`src/rtl/cpu_pkg.sv`:
```
// cpu_pkg: shared bus codes, instruction classes, control-word layout and FSM states
package cpu_pkg;
  typedef enum logic [2:0] {FETCH0, FETCH1, DECODE, EXEC, PAUSE, HALT} state_e;
  typedef enum logic [2:0] {
    CLS_NOP, CLS_MOV, CLS_ALU, CLS_LDI, CLS_JMP, CLS_RS5, CLS_RS6, CLS_HLT
  } cls_e;
  localparam logic [4:0] MID_MEM = 5'd4, MID_AR0 = 5'd7, MID_AR1 = 5'd8, MID_ALU = 5'd18;
  localparam logic [4:0] SID_IR0 = 5'd0, SID_IR1 = 5'd1, SID_AR0 = 5'd7, SID_AR1 = 5'd8;
  localparam logic [4:0] SID_PC0 = 5'd9, SID_PC1 = 5'd10;
  localparam logic [1:0] AMID_PC = 2'd0;
  localparam int ALU_LSB = 15, MID_LSB = 10, SID_LSB = 5, AMID_LSB = 3;
  localparam int PCI_BIT = 2, MEN_BIT = 1, SEN_BIT = 0;
  localparam int CW_USED = 20;
  // Assemble one control word from its fields; bits above CW_USED stay zero.
  function automatic logic [CW_USED-1:0] cw_pack(
    input logic [4:0] alu, input logic [4:0] mid, input logic [4:0] sid,
    input logic [1:0] amid, input logic pci, input logic men, input logic sen);
    return (CW_USED'(alu) << ALU_LSB) | (CW_USED'(mid) << MID_LSB) |
           (CW_USED'(sid) << SID_LSB) | (CW_USED'(amid) << AMID_LSB) |
           (CW_USED'(pci) << PCI_BIT) | (CW_USED'(men) << MEN_BIT) | (CW_USED'(sen) << SEN_BIT);
  endfunction
  localparam logic [CW_USED-1:0] CW_FETCH0 = cw_pack(5'd0, MID_MEM, SID_IR0, AMID_PC, 1'b1, 1'b1, 1'b1);
  localparam logic [CW_USED-1:0] CW_FETCH1 = cw_pack(5'd0, MID_MEM, SID_IR1, AMID_PC, 1'b1, 1'b1, 1'b1);
endpackage

```
`src/rtl/cu_decode.sv`:
```
// cu_decode: maps IR0 to instruction class, index of final execute step and legality
module cu_decode
  import cpu_pkg::*;
(
  input  logic [7:0] ir0,
  output cls_e       cls,
  output logic [1:0] last,
  output logic       legal,
  output logic [4:0] arg
);
  assign cls   = cls_e'(ir0[7:5]);
  assign last  = (cls == CLS_JMP) ? 2'd3 : 2'd0;
  assign legal = (cls != CLS_RS5) && (cls != CLS_RS6);
  assign arg   = ir0[4:0];
endmodule

```
`src/rtl/control_unit.sv`:
```
// control_unit: fetch/decode/execute sequencer producing a registered control word
// Optional: define CU_ILLEGAL_TRAP_EN to trap classes 101/110 (pulse illegal, enter HALT).
module control_unit
  import cpu_pkg::*;
#(
  parameter int CW_WIDTH = 33
) (
  input  logic                clk,
  input  logic                reset,
  input  logic                hlt,
  input  logic [15:0]         instr_data,
  output logic [CW_WIDTH-1:0] control_bus,
  output logic [3:0]          T,
  output logic                halted,
  output logic                illegal
);
  state_e state_q, state_d;
  logic [1:0] step_q, step_d, last;
  logic [CW_WIDTH-1:0] cw_q;
  logic [CW_USED-1:0] word;
  logic [3:0] t_q, t_d;
  logic halted_q, illegal_q, illegal_d, legal, trap, nop_like;
  logic [4:0] arg, ir1_arg;
  logic unused_ir1_hi;
  cls_e cls;
  cu_decode u_dec (.ir0(instr_data[7:0]), .cls(cls), .last(last), .legal(legal), .arg(arg));
  assign ir1_arg = instr_data[12:8];
  assign unused_ir1_hi = ^instr_data[15:13];
`ifdef CU_ILLEGAL_TRAP_EN
  assign trap = !legal;
`else
  assign trap = 1'b0;
`endif
  assign nop_like = (cls == CLS_NOP) || (!legal && !trap);
  // Next state and execute step; hlt only matters at instruction boundaries.
  always_comb begin
    state_d = state_q;
    step_d = 2'd0;
    illegal_d = 1'b0;
    case (state_q)
      FETCH0: state_d = FETCH1;
      FETCH1: state_d = DECODE;
      DECODE: begin
        state_d = (cls == CLS_HLT || trap) ? HALT : nop_like ? (hlt ? PAUSE : FETCH0) : EXEC;
        illegal_d = trap;
      end
      EXEC: begin
        state_d = (step_q != last) ? EXEC : hlt ? PAUSE : FETCH0;
        step_d = (step_q != last) ? step_q + 2'd1 : 2'd0;
      end
      PAUSE: state_d = hlt ? PAUSE : FETCH0;
      default: state_d = HALT;
    endcase
  end
  // Control word for the state being entered, so the register holds it for that whole cycle.
  always_comb begin
    word = '0;
    case (state_d)
      FETCH0: word = CW_FETCH0;
      FETCH1: word = CW_FETCH1;
      EXEC: case (cls)
        CLS_MOV: word = cw_pack(5'd0, ir1_arg, arg, AMID_PC, 1'b0, 1'b1, 1'b1);
        CLS_ALU: word = cw_pack(arg, MID_ALU, ir1_arg, AMID_PC, 1'b0, 1'b1, 1'b1);
        CLS_LDI: word = cw_pack(5'd0, MID_MEM, arg, AMID_PC, 1'b1, 1'b1, 1'b1);
        default: word = cw_pack(5'd0,
          step_d == 2'd2 ? MID_AR0 : step_d == 2'd3 ? MID_AR1 : MID_MEM,
          step_d == 2'd0 ? SID_AR0 : step_d == 2'd1 ? SID_AR1 : step_d == 2'd2 ? SID_PC0 : SID_PC1,
          AMID_PC, step_d == 2'd0, 1'b1, 1'b1);
      endcase
      default: word = '0;
    endcase
    t_d = (state_d == EXEC) ? 4'b0001 << step_d : 4'b0000;
  end
  // State and registered outputs; reset forces the FETCH0 word immediately.
  always_ff @(posedge clk or posedge reset) begin
    if (reset) begin
      state_q <= FETCH0;
      step_q <= 2'd0;
      cw_q <= CW_WIDTH'(CW_FETCH0);
      t_q <= 4'b0000;
      halted_q <= 1'b0;
      illegal_q <= 1'b0;
    end else begin
      state_q <= state_d;
      step_q <= step_d;
      cw_q <= CW_WIDTH'(word);
      t_q <= t_d;
      halted_q <= (state_d == PAUSE) || (state_d == HALT);
      illegal_q <= illegal_d;
    end
  end
  assign control_bus = cw_q;
  assign T = t_q;
  assign halted = halted_q;
  assign illegal = illegal_q;
endmodule
```
`config.mk`:
```
export PLATFORM = sky130hd
export DESIGN_NAME = control_unit
export DESIGN_NICKNAME = d
export VERILOG_FILES = /design/src/rtl/cpu_pkg.sv /design/src/rtl/cu_decode.sv /design/src/rtl/control_unit.sv
export SDC_FILE = /design/constraint.sdc
export NUM_CORES = 1
export LEC_CHECK = 0
export BUFFER_PORTS_ARGS = -buffer_cell sky130_fd_sc_hd__buf_2
export CORE_MARGIN = 3
export CORE_UTILIZATION = 48
export CTS_CLUSTER_SIZE = 30
export DETAILED_ROUTE_END_ITERATION = 10
export MAX_ROUTING_LAYER = met4
export PLACE_DENSITY = 0.8
export SLEW_MARGIN = 20
export SYNTH_ARGS = -nofsm -noshare
export SYNTH_HDL_FRONTEND = slang
export SYNTH_SLANG_ARGS = --single-unit
```
`constraint.sdc`:
```
create_clock -name clk -period 2.6 [get_ports clk]
set_input_delay 0.52 -clock clk [delete_from_list [all_inputs] [get_ports clk]]
set_output_delay 0.52 -clock clk [all_outputs]
set_load 0.1 [all_outputs]
```
# Yosys cells after proc, flatten, opt, wreduce, memory -nomap -nowiden
# Index checks and enable logic that the tools add are counted.
[classes]
n_addsub = 1
n_eq_ne = 19
shift = 1
n_mux = 16
bitwise = 4
n_reduce_logical = 8
[op_table]
columns = ["op", "count"]
rows = [
  ["20-bit one-hot mux with 3 select lines", 2],
  ["20-bit by 10-bit bitwise OR with 20-bit output", 1],
  ["4-bit two-way mux", 4],
  ["3-bit by 2-bit == test with 1-bit output (second input constant)", 5],
  ["3-bit == test (second input constant)", 5],
  ["15-bit by 10-bit bitwise OR with 15-bit output", 1],
  ["3-bit one-hot mux with 5 select lines", 1],
  ["14-bit by 3-bit bitwise OR with 14-bit output", 1],
  ["14-bit by 9-bit bitwise OR with 14-bit output", 1],
  ["3-bit two-way mux", 4],
  ["2-bit two-way mux", 5],
  ["3-bit by 1-bit == test with 1-bit output (second input constant)", 3],
  ["3-bit logical NOT", 3],
  ["3-bit != test (second input constant)", 2],
  ["2-bit == test (second input constant)", 2],
  ["1-bit by 2-bit left shift with 4-bit output (first input constant)", 1],
  ["2-bit by 1-bit adder with 2-bit output (second input constant)", 1],
  ["2-bit by 1-bit == test with 1-bit output (second input constant)", 1],
  ["2-bit logical NOT", 1],
  ["1-bit logical OR", 2],
  ["2-bit != test", 1],
  ["1-bit logical AND", 1],
  ["1-bit logical NOT", 1],
]
[totals]
reg_bits = 30
input_bits = 19
out_inout_bits = 39

# Longest topological paths before layout
# Gate-level depths: netlist of run 1.
[depth]
word_depth = 13
ltp_mapped = 9
ltp_nobuf = 8

# By module
# A second synthesis of run 1 with hierarchy kept.
[unflattened]
cells_unflattened = 162
hier_area_um2 = 1606.5
[modules_own_cells]
columns = ["mod", "instances", "cells_each", "area_per_inst_um2"]
rows = [
  ["control_unit", 1, 150, 1519.0],
  ["cu_decode", 1, 12, 87.6],
]

# Least setup slack after synthesis of run 1
# No wires, ideal clock.
[synth_path]
kind = "input to register"
from = "input port instr_data[6]"
to = "register cw_q[2], in the netlist control_bus[2]"
setup_ns = 0.073
arrival_time_ns = 2.187
path_slack_ns = 0.340
cell_stages = 8
n_path_buf = 1
path_cell_list = "buf_4 nor3b_4 mux2i_1 or3_1 ha_1 a22oi_1 or3_1 a21oi_1"
[synth_via]
elab_chain_len = 9
word_cells_on_any_way = 26
cone_classes = "10 x eq/ne; 9 x mux; 1 x bitwise; 6 x reduce/logical"
[synth_lines]
columns = ["element", "line_no", "text"]
rows = [
  ["start, declared", "control_unit.sv:11", "input logic [15:0] instr_data,"],
  ["3-bit == test / 3-bit != test (equally long branches)", "cu_decode.sv:12, cu_decode.sv:13", ""],
  ["2-bit two-way mux / 1-bit logical AND (equally long branches)", "cu_decode.sv:12, cu_decode.sv:13", ""],
  ["2-bit != test / 1-bit logical NOT (equally long branches)", "control_unit.sv:48, control_unit.sv:49, control_unit.sv:34", ""],
  ["2-bit two-way mux / 1-bit logical OR (equally long branches)", "control_unit.sv:49, control_unit.sv:34", ""],
  ["2-bit two-way mux / 3-bit two-way mux (equally long branches)", "control_unit.sv:40, control_unit.sv:44", ""],
  ["2-bit logical NOT / 3-bit two-way mux (equally long branches)", "control_unit.sv:68, control_unit.sv:44", ""],
  ["14-bit by 3-bit bitwise OR with 14-bit output / 3-bit one-hot mux with 5 select lines (equally long branches)", "cpu_pkg.sv:19, control_unit.sv:40", ""],
  ["20-bit one-hot mux with 3 select lines (tied with other cells)", "control_unit.sv:61", "EXEC: case (cls)"],
  ["20-bit one-hot mux with 3 select lines *", "control_unit.sv:58", "case (state_d)"],
  ["via word[2]", "control_unit.sv:20", "logic [CW_USED-1:0] word;"],
  ["end signal, assigned", "control_unit.sv:79", "cw_q <= CW_WIDTH'(CW_FETCH0);"],
  ["end signal, assigned", "control_unit.sv:86", "cw_q <= CW_WIDTH'(word);"],
  ["end, declared", "control_unit.sv:19", "logic [CW_WIDTH-1:0] cw_q;"],
]
# Mark *: on every way through the listed nets, which the timed path passes. The rest lies on a longest branch.

# Worst setup path in the final report of run 1
[layout_path]
from = "register state_q[1]"
to = "register cw_q[2], in the netlist control_bus[2]"
[layout_via]
elab_chain_len = 6
word_cells_on_any_way = 14
cone_classes = "6 x eq/ne; 4 x mux; 1 x bitwise; 3 x reduce/logical"
[layout_lines]
columns = ["element", "line_no", "text"]
rows = [
  ["start, declared", "control_unit.sv:17", "state_e state_q, state_d;"],
  ["start signal, assigned", "control_unit.sv:84", "state_q <= state_d;"],
  ["3-bit by 2-bit == test with 1-bit output", "control_unit.sv:40", "case (state_q)"],
  ["2-bit two-way mux", "control_unit.sv:40", ""],
  ["2-bit logical NOT", "control_unit.sv:68", "AMID_PC, step_d == 2'd0, 1'b1, 1'b1);"],
  ["14-bit by 3-bit bitwise OR with 14-bit output", "cpu_pkg.sv:19", "(CW_USED'(sid) << SID_LSB) | (CW_USED'(amid) << AMID_LSB) |"],
  ["20-bit one-hot mux with 3 select lines", "control_unit.sv:61", ""],
  ["20-bit one-hot mux with 3 select lines *", "control_unit.sv:58", ""],
  ["via word[2]", "control_unit.sv:20", ""],
]
# Marked as above.

==> out/metrics.csv, run 1 <==
stage,metric,value,unit
routing,1st-iter DRT viols,43,
floorplanning,core area,0.00283,mm²
clock_tree,post-CTS sizing,0,
min_path,min-delay worst type,in -> async,
pwr,Sw Pwr,0.000825,W
clock_tree,Clock transition at path regs,140,ps
global_routing,largest net degree at the start of global routing,28,
placed_design,detailed-placement wirelength estimate,2240,µm
routing,# DRC,0,
routing,Post-Route WL,2890,µm
placed_design,gpl congestion,0.856,
setup_path,CP endpoint kind,flop,
layout,share of cells above drive strength 1,0.284,
synthesis,synth warn,0,
setup_path,crit path kind,reg -> reg,
routing,routed vias/inst,5.00,
clock_tree,"Setup Fix Bufs, Post-CTS",0,
setup_path,critical path's slowest cell,dfrtp_1,
clock_tree,cts hold-fix bufs,0,
setup_path,CP startpoint kind,flop,
synthesis,Post-synth top flop,dfrtp_1,
setup_path,CP peak stage delay,510,ps
pwr,Clock Power Share,0.116,
pwr,leakage dissipation,0.889,nW
clock_tree,CTS tree,yes,
clock_tree,latest clock arrival within the worst-skew pair,310,ps
setup_path,Most common cell on crit path,or3_1,
setup_path,Critical Path AT,2310,ps
sta,fin crit period,2060,ps
setup_path,CP Buf/Inv Count,0,
synthesis,post-synthesis instance total,152,
routing,via count,1105,
synthesis,Syn Area/Cell,9.64,µm²
setup_path,"delay-heaviest family, CP",simple AND/OR/NAND/NOR gates,
setup_path,"Cell Chain, Critical Path",nor2b_1 -> nand2_1 -> or3_1 -> ha_1 -> a22oi_1 -> or3_1 -> a21oi_1,
sta,Finish-stage setup viols,0,
synthesis,Synth top cells by count,"dfrtp_1 (24), nor2_1 (19), buf_4 (18)",
synthesis,register area share after synthesis,0.464,
placed_design,Port Buffers,38,
sta,final worst slack,544,ps
status,outcome,"finished, final reports clean",
sta,Setup TNS Final,0,ps
placed_design,DP Area,0.00163,mm²
floorplanning,initial core utilization,0.518,
synthesis,async set-reset flop share out of synthesis,1.00,
clock_tree,# H-tree levels,1,
layout,ANT cells,0,
floorplanning,Die Wd,61.3,µm
pwr,Logic pwr share,0.523,
setup_path,critical path required time,2860,ps
clock_tree,Max Root-Sink Buffers,2,
routing,WL/cell,13.1,µm
setup_path,Crit Path Max Fanout,9,
pwr,VDD IR max,0.526,mV
sta,relative slew slack,0.625,
sta,RSZ-0062 raised after global routing,no,
global_routing,vias in the first global route,1075,
global_routing,global-route wire length before repair,4820,µm
setup_path,R2R setup slack,540,ps
synthesis,Synth top area share,0.410,
routing,drt first pass iters,4,
layout,FILL cells,251,
sta,Clock Skews,4.44,ps
pwr,Sequential Power Share,0.361,
floorplanning,Std-Cell Rows,19,
sta,Fmax achieved,0.486,GHz
layout,cell area after layout,0.00166,mm²
clock_tree,CTS buffer count,3,
run,max cap viols,0,
routing,DRT antenna net count,0,
global_routing,GRT overflow,0,
layout,synthesis-to-finish area growth,13.0,%
synthesis,most frequent cell after synthesis,dfrtp_1,
layout,fin nets,215,
clock_tree,clock sinks,27,
synthesis,#FFs+latches synth,27,
pwr,switch share,0.534,
floorplanning,I/O Pins,58,
floorplanning,Die Area,0.00375,mm²
placed_design,dpl ws,334,ps
synthesis,number of flops mapped to enable cells by yosys,0,
global_routing,initial antenna violation count,0,
synthesis,Synth Cell Area,0.00147,mm²
pwr,Pint,0.000719,W
floorplanning,Die Y-Extent,61.3,µm
synthesis,Synth area leader,dfrtp_1,
clock_tree,CTS root buffer,clkbuf_4,
sta,Final period util,0.791,
sta,max-slew violations,0,
synthesis,synth top area cells,"dfrtp_1 (41%), buf_4 (9.2%), dfstp_2 (5.4%)",
global_routing,total track usage,0.177,
sta,hold slack,229,ps
pwr,pwr dens,933,mW/mm²
synthesis,Synth cell types,37,
sta,Slew @ Worst Pin,560,ps
sta,final-report hold violation count,0,
-- cell usage in the layout (no fill, tap or decap), types with 2 or more instances in the layout --
master,count
or3_1,2
dfstp_2,3
or2_2,2
nand2_1,6
nor2b_1,5
o32ai_1,2
ha_1,5
a22oi_1,6
nor2_1,19
a21boi_0,2
o21a_1,2
dfrtp_1,24
and2_1,5
buf_4,5
xor2_1,2
clkbuf_4,3
buf_2,38
o22a_1,2
o21bai_1,2
nor3_1,2
conb_1,16
inv_1,10
o21ai_0,5
a21oi_1,8
-- cell families (layout without fill, tap and decap cells) --
family                   Yosys count  after routing  synth area share
AND/OR/NAND/NOR                   44             44             0.153
AO/OA/AOI/OAI                     35             35             0.165
buffers and inverters             34             57             0.134
flip-flops                        27             27             0.464
adder cells (fa/ha/maj)            6              6            0.0495
XOR/XNOR                           3              3            0.0179
multiplexers                       2              2            0.0145
other                              1             16           0.00256
-- metal layers --
metal,global-route usage,vias to the layer above,wire (µm)
li1,-,550,-
met2,0.314,33,1540
met1,0.207,520,1190
met5,-,-,0
met4,0.0557,0,26
met3,0.0189,2,124
-- state kept, by name, indices dropped and copies added, names as in the netlist --
register,cells
control_bus,17
halted,1
state_q,3
T,4
step_q,2
-- final timing paths --
kind / start / to / cells after the start
min: reset / T[0] / 3
min reg2reg: state_q[2] / control_bus[5] / 1
max reg2reg: state_q[1] / control_bus[2] / 7
max: state_q[1] / control_bus[2] / 7
max in group asynchronous: reset / control_bus[1] / 3
min in group clk: instr_data[4] / control_bus[19] / 2
-- tightest hold or removal path: cells and delay by family --
kind,cells,cell delay (ps)
buf+inv,3,440
-- area by class of cell --
class / count / area, µm² / share of cell area
tap: 31 / 38.8 / 0.0234
timing repair buffer: 43 / 228 / 0.138
sequential: 27 / 679 / 0.410
inverter: 10 / 37.5 / 0.0227
clock buffer: 4 / 26.3 / 0.0159
multi-input combinational: 106 / 646 / 0.390
-- stage by stage --
| step | utilization | total power, W | cells |
|---|---|---|---|
| floorplan | - | 0.00129 | 167 |
| global placement | 0.576 | 0.00136 | 217 |
| detailed placement | 0.576 | 0.00137 | 217 |
| CTS | 0.585 | 0.00155 | 221 |
| global route | 0.585 | 0.00163 | 221 |
| finish | 0.585 | 0.00154 | 221 |
-- power by group through the flow --
stage	Combinational [W]	Sequential, W	Clock, W
finish	0.000808	0.000557	0.000179
global route	0.000854	0.000568	0.000203
CTS	0.000809	0.000557	0.000180
detailed placement	0.000808	0.000565	0
global placement	0.000795	0.000562	0
floorplan	0.000419	0.000868	0
Note: power is estimated with default switching activity, not from simulation.
==> inputs of run 2 (changes only) <==
--- a/config.mk
+++ b/config.mk
@@ -5,13 +5,14 @@
 export SDC_FILE = /design/constraint.sdc
 export NUM_CORES = 1
 export LEC_CHECK = 0
+export ABC_AREA = 1
 export BUFFER_PORTS_ARGS = -buffer_cell sky130_fd_sc_hd__buf_2
 export CORE_MARGIN = 3
-export CORE_UTILIZATION = 48
+export CORE_UTILIZATION = 43
 export CTS_CLUSTER_SIZE = 30
 export DETAILED_ROUTE_END_ITERATION = 10
 export MAX_ROUTING_LAYER = met4
-export PLACE_DENSITY = 0.8
+export PLACE_DENSITY = 0.76
 export SLEW_MARGIN = 20
 export SYNTH_ARGS = -nofsm -noshare
 export SYNTH_HDL_FRONTEND = slang
==> constraint.sdc (replaced) <==
create_clock -name clk -period 1.8 [get_ports clk]
set_input_delay 0.36 -clock clk [delete_from_list [all_inputs] [get_ports clk]]
set_output_delay 0.36 -clock clk [all_outputs]
set_load 0.1 [all_outputs]
==> run 2 against run 1 <==
  * Clock power is 40% higher
  * Synthesized area increased by 1.3%
  * Synthesized cell count is 13% higher
  * Utilization down 4.2 points
  * Clock-buffer cell count is the same
  * Worst setup slack worse by 380 ps
  * Flip-flop and latch count unchanged
  * Cell count grew 19%
  * Non-clock buffer count is 4 higher
  * Clock skew shrank 0.95 ps
  * Wire length decreased by 6.9%
  * Total power grew 81%
  * Critical path type is now reg -> out
  * Largest cell class unchanged
  * Largest power group unchanged
==> out/metrics.csv, run 2 <==
stage,metric,value,unit,change
setup_path,CP Buf/Inv Count,1,,+1
setup_path,reg2reg start,state_q[0],,
layout,"commonest non-fill, non-tap cells in the layout","buf_2 (38), nand2_1 (35), dfrtp_1 (24)",,
pwr,total power,0.00279,W,+81%
setup_path,"Cell Chain, Critical Path",buf_2,,
layout,fin util,0.543,,-0.0418
layout,fin cells,262,,+19%
synthesis,Synth top cells by count,"nand2_1 (35), dfrtp_1 (24), inv_1 (21)",,
setup_path,critical path required time,1440,ps,-1420 ps
synthesis,async set-reset flop share out of synthesis,1.00,,unchanged
floorplanning,Die Area,0.00419,mm²,+12%
setup_path,"delay-heaviest family, CP",flip-flops,,
synthesis,synth top area cells,"dfrtp_1 (40%), nand2_1 (8.9%), buf_4 (8.6%)",,
setup_path,worst-case reg-to-reg path depth,9,,+2
synthesis,Synth Cell Area,0.00148,mm²,+1.3%
global_routing,initial antenna violation count,0,,unchanged
status,outcome,"finished, final reports clean",,
setup_path,Critical Path AT,1280,ps,-1030 ps
layout,synthesis-to-finish area growth,16.4,%,
clock_tree,clock sinks,27,,unchanged
clock_tree,# H-tree levels,1,,unchanged
layout,"most common cell after layout, fill and taps aside",buf_2,,
floorplanning,core area,0.00318,mm²,+12%
run,max cap viols,0,,unchanged
sta,fin crit period,1640,ps,
global_routing,total track usage,0.146,,-0.0310
setup_path,CP startpoint kind,flop,,
floorplanning,Std-Cell Rows,20,,+1
clock_tree,Clock transition at path regs,140,ps,about the same
sta,Final period util,0.909,,
placed_design,gpl congestion,0.796,,-7.0%
clock_tree,"Setup Fix Bufs, Post-CTS",0,,unchanged
routing,drt first pass iters,4,,unchanged
global_routing,largest net degree at the start of global routing,28,,unchanged
synthesis,Synth cell types,24,,-35%
min_path,min-delay worst type,in -> async,,
sta,max-slew violations,0,,unchanged
placed_design,detailed-placement wirelength estimate,2130,µm,-4.9%
clock_tree,CTS root buffer,clkbuf_4,,
synthesis,#FFs+latches synth,27,,unchanged
floorplanning,Die Wd,64.7,µm,+5.7%
setup_path,Crit Path Max Fanout,2,,-7
floorplanning,I/O Pins,58,,unchanged
clock_tree,CTS buffer count,3,,unchanged
global_routing,global-route wire length before repair,4660,µm,-3.3%
global_routing,vias in the first global route,1070,,-0.47%
setup_path,crit path kind,reg -> out,,
pwr,VDD IR max,0.657,mV,+25%
pwr,leakage dissipation,0.988,nW,+11%
synthesis,most frequent cell after synthesis,nand2_1,,
setup_path,R2R setup slack,190,ps,-350 ps
routing,WL/cell,10.2,µm,-21%
floorplanning,Die Y-Extent,64.7,µm,+5.7%
global_routing,GRT overflow,0,,unchanged
clock_tree,cts hold-fix bufs,0,,unchanged
sta,Clock Skews,3.49,ps,-0.950 ps
placed_design,DP Area,0.00170,mm²,+4.1%
layout,ANT cells,0,,unchanged
layout,max FFs per register,17,,unchanged
synthesis,Syn Area/Cell,8.63,µm²,-10%
routing,via count,1143,,+3.4%
routing,# DRC,0,,unchanged
layout,fin nets,243,,+13%
synthesis,Synth top area share,0.405,,-0.00518
setup_path,reg2reg end,control_bus[12],,
setup_path,CP endpoint kind,output pin,,
placed_design,Port Buffers,38,,unchanged
pwr,pwr dens,1610,mW/mm²,+73%
routing,1st-iter DRT viols,59,,+37%
layout,cell area after layout,0.00173,mm²,+4.3%
routing,routed vias/inst,4.36,,-13%
routing,Post-Route WL,2690,µm,-6.9%
synthesis,Synth area leader,dfrtp_1,,
routing,DRT antenna net count,0,,unchanged
clock_tree,post-CTS sizing,0,,unchanged
clock_tree,latest clock arrival within the worst-skew pair,310,ps,about the same
setup_path,CP peak stage delay,550,ps,+40 ps
clock_tree,CTS tree,yes,,
synthesis,number of flops mapped to enable cells by yosys,0,,unchanged
sta,RSZ-0062 raised after global routing,no,,
synthesis,register area share after synthesis,0.458,,-0.00586
sta,Setup TNS Final,0,ps,unchanged
layout,share of cells above drive strength 1,0.335,,+0.0507
sta,final-report hold violation count,0,,unchanged
sta,Fmax achieved,0.611,GHz,
synthesis,post-synthesis instance total,172,,+13%
setup_path,critical path's slowest cell,dfstp_2,,
floorplanning,initial core utilization,0.467,,-0.0510
placed_design,placed cells,258,,+19%
clock_tree,Max Root-Sink Buffers,2,,unchanged
synthesis,Post-synth top flop,dfrtp_1,,
sta,Finish-stage setup viols,0,,unchanged
synthesis,synth warn,0,,unchanged
-- run 2: cell types whose count changed in the layout (fill, tap and decap cells not counted), moves of 4 or more --
cell     delta
nand2_1    +29
inv_1      +11
nand3_1     +9
nor2_2      +9
and2_1      -5
nor2b_1     -5
buf_4       +4
-- run 2: final cells by class --
type,instances,area (µm²)
inverters,21,78.8
well taps,44,55.1
clock buffers,4,26.3
flip-flops and latches,27,679
multi-input cells,119,629
fillers,327,1450
repair buffers,47,258
-- run 2: worst max-delay path by stage --
stage | from | endpoint | slack [ps] | cells after the start
final | control_bus[1] | control_bus[1] | 160 | 1
after global routing | state_q[0] | control_bus[2] | 70 | 12
after CTS | state_q[0] | control_bus[2] | 80 | 12
after detailed placement | state_q[0] | control_bus[2] | 110 | 12
after global placement | instr_data[5] | control_bus[2] | 120 | 12
after floorplan | state_q[0] | control_bus[2] | 100 | 12
-- run 2: logic make-up after synthesis --
logic type | after synthesis | share of synthesized area
adders and majority gates | 5 | 0.0422
buffers and inverters | 41 | 0.159
other | 1 | 0.00253
and+or+nand+nor | 81 | 0.269
AOI/OAI and AO/OA | 17 | 0.0691
DFF | 27 | 0.458
-- run 2: power by group --
part / switching [W] / total [W] / internal, W
combinational: 0.00145 / 0.00170 / 0.000258
sequential: 0.0000613 / 0.000833 / 0.000771
clock: 0.000164 / 0.000251 / 0.0000865
-- run 2: per-layer routing --
metal  routed length (µm)  vias up  GRT usage  share of wire
met5                    0        -          -              0
li1                     -      596          -              -
met1                 1220      500      0.197           0.45
met3                  203        2     0.0208          0.076
met2                 1230       45      0.226           0.46
met4                   30        0     0.0475          0.011
-- run 2: worst reg2reg max path, cell delays in order, from the launching register on --
cell and delay [ps]:
dfrtp_1 440, nand2_1 130, nor2_4 40, buf_4 140, nand2_1 110, inv_1 110, ha_1 220, a22oi_1 190
nor2_1 70, nor2_1 100
-- run 2: per-stage QoR --
step           setup WS, ps  hold WS [ps]
5_1_grt                68.2          85.1
2_1_floorplan          97.5           410
3_5_place_dp            108           430
3_3_place_gp            124           426
6_report                164          71.7
4_1_cts                76.7          71.3
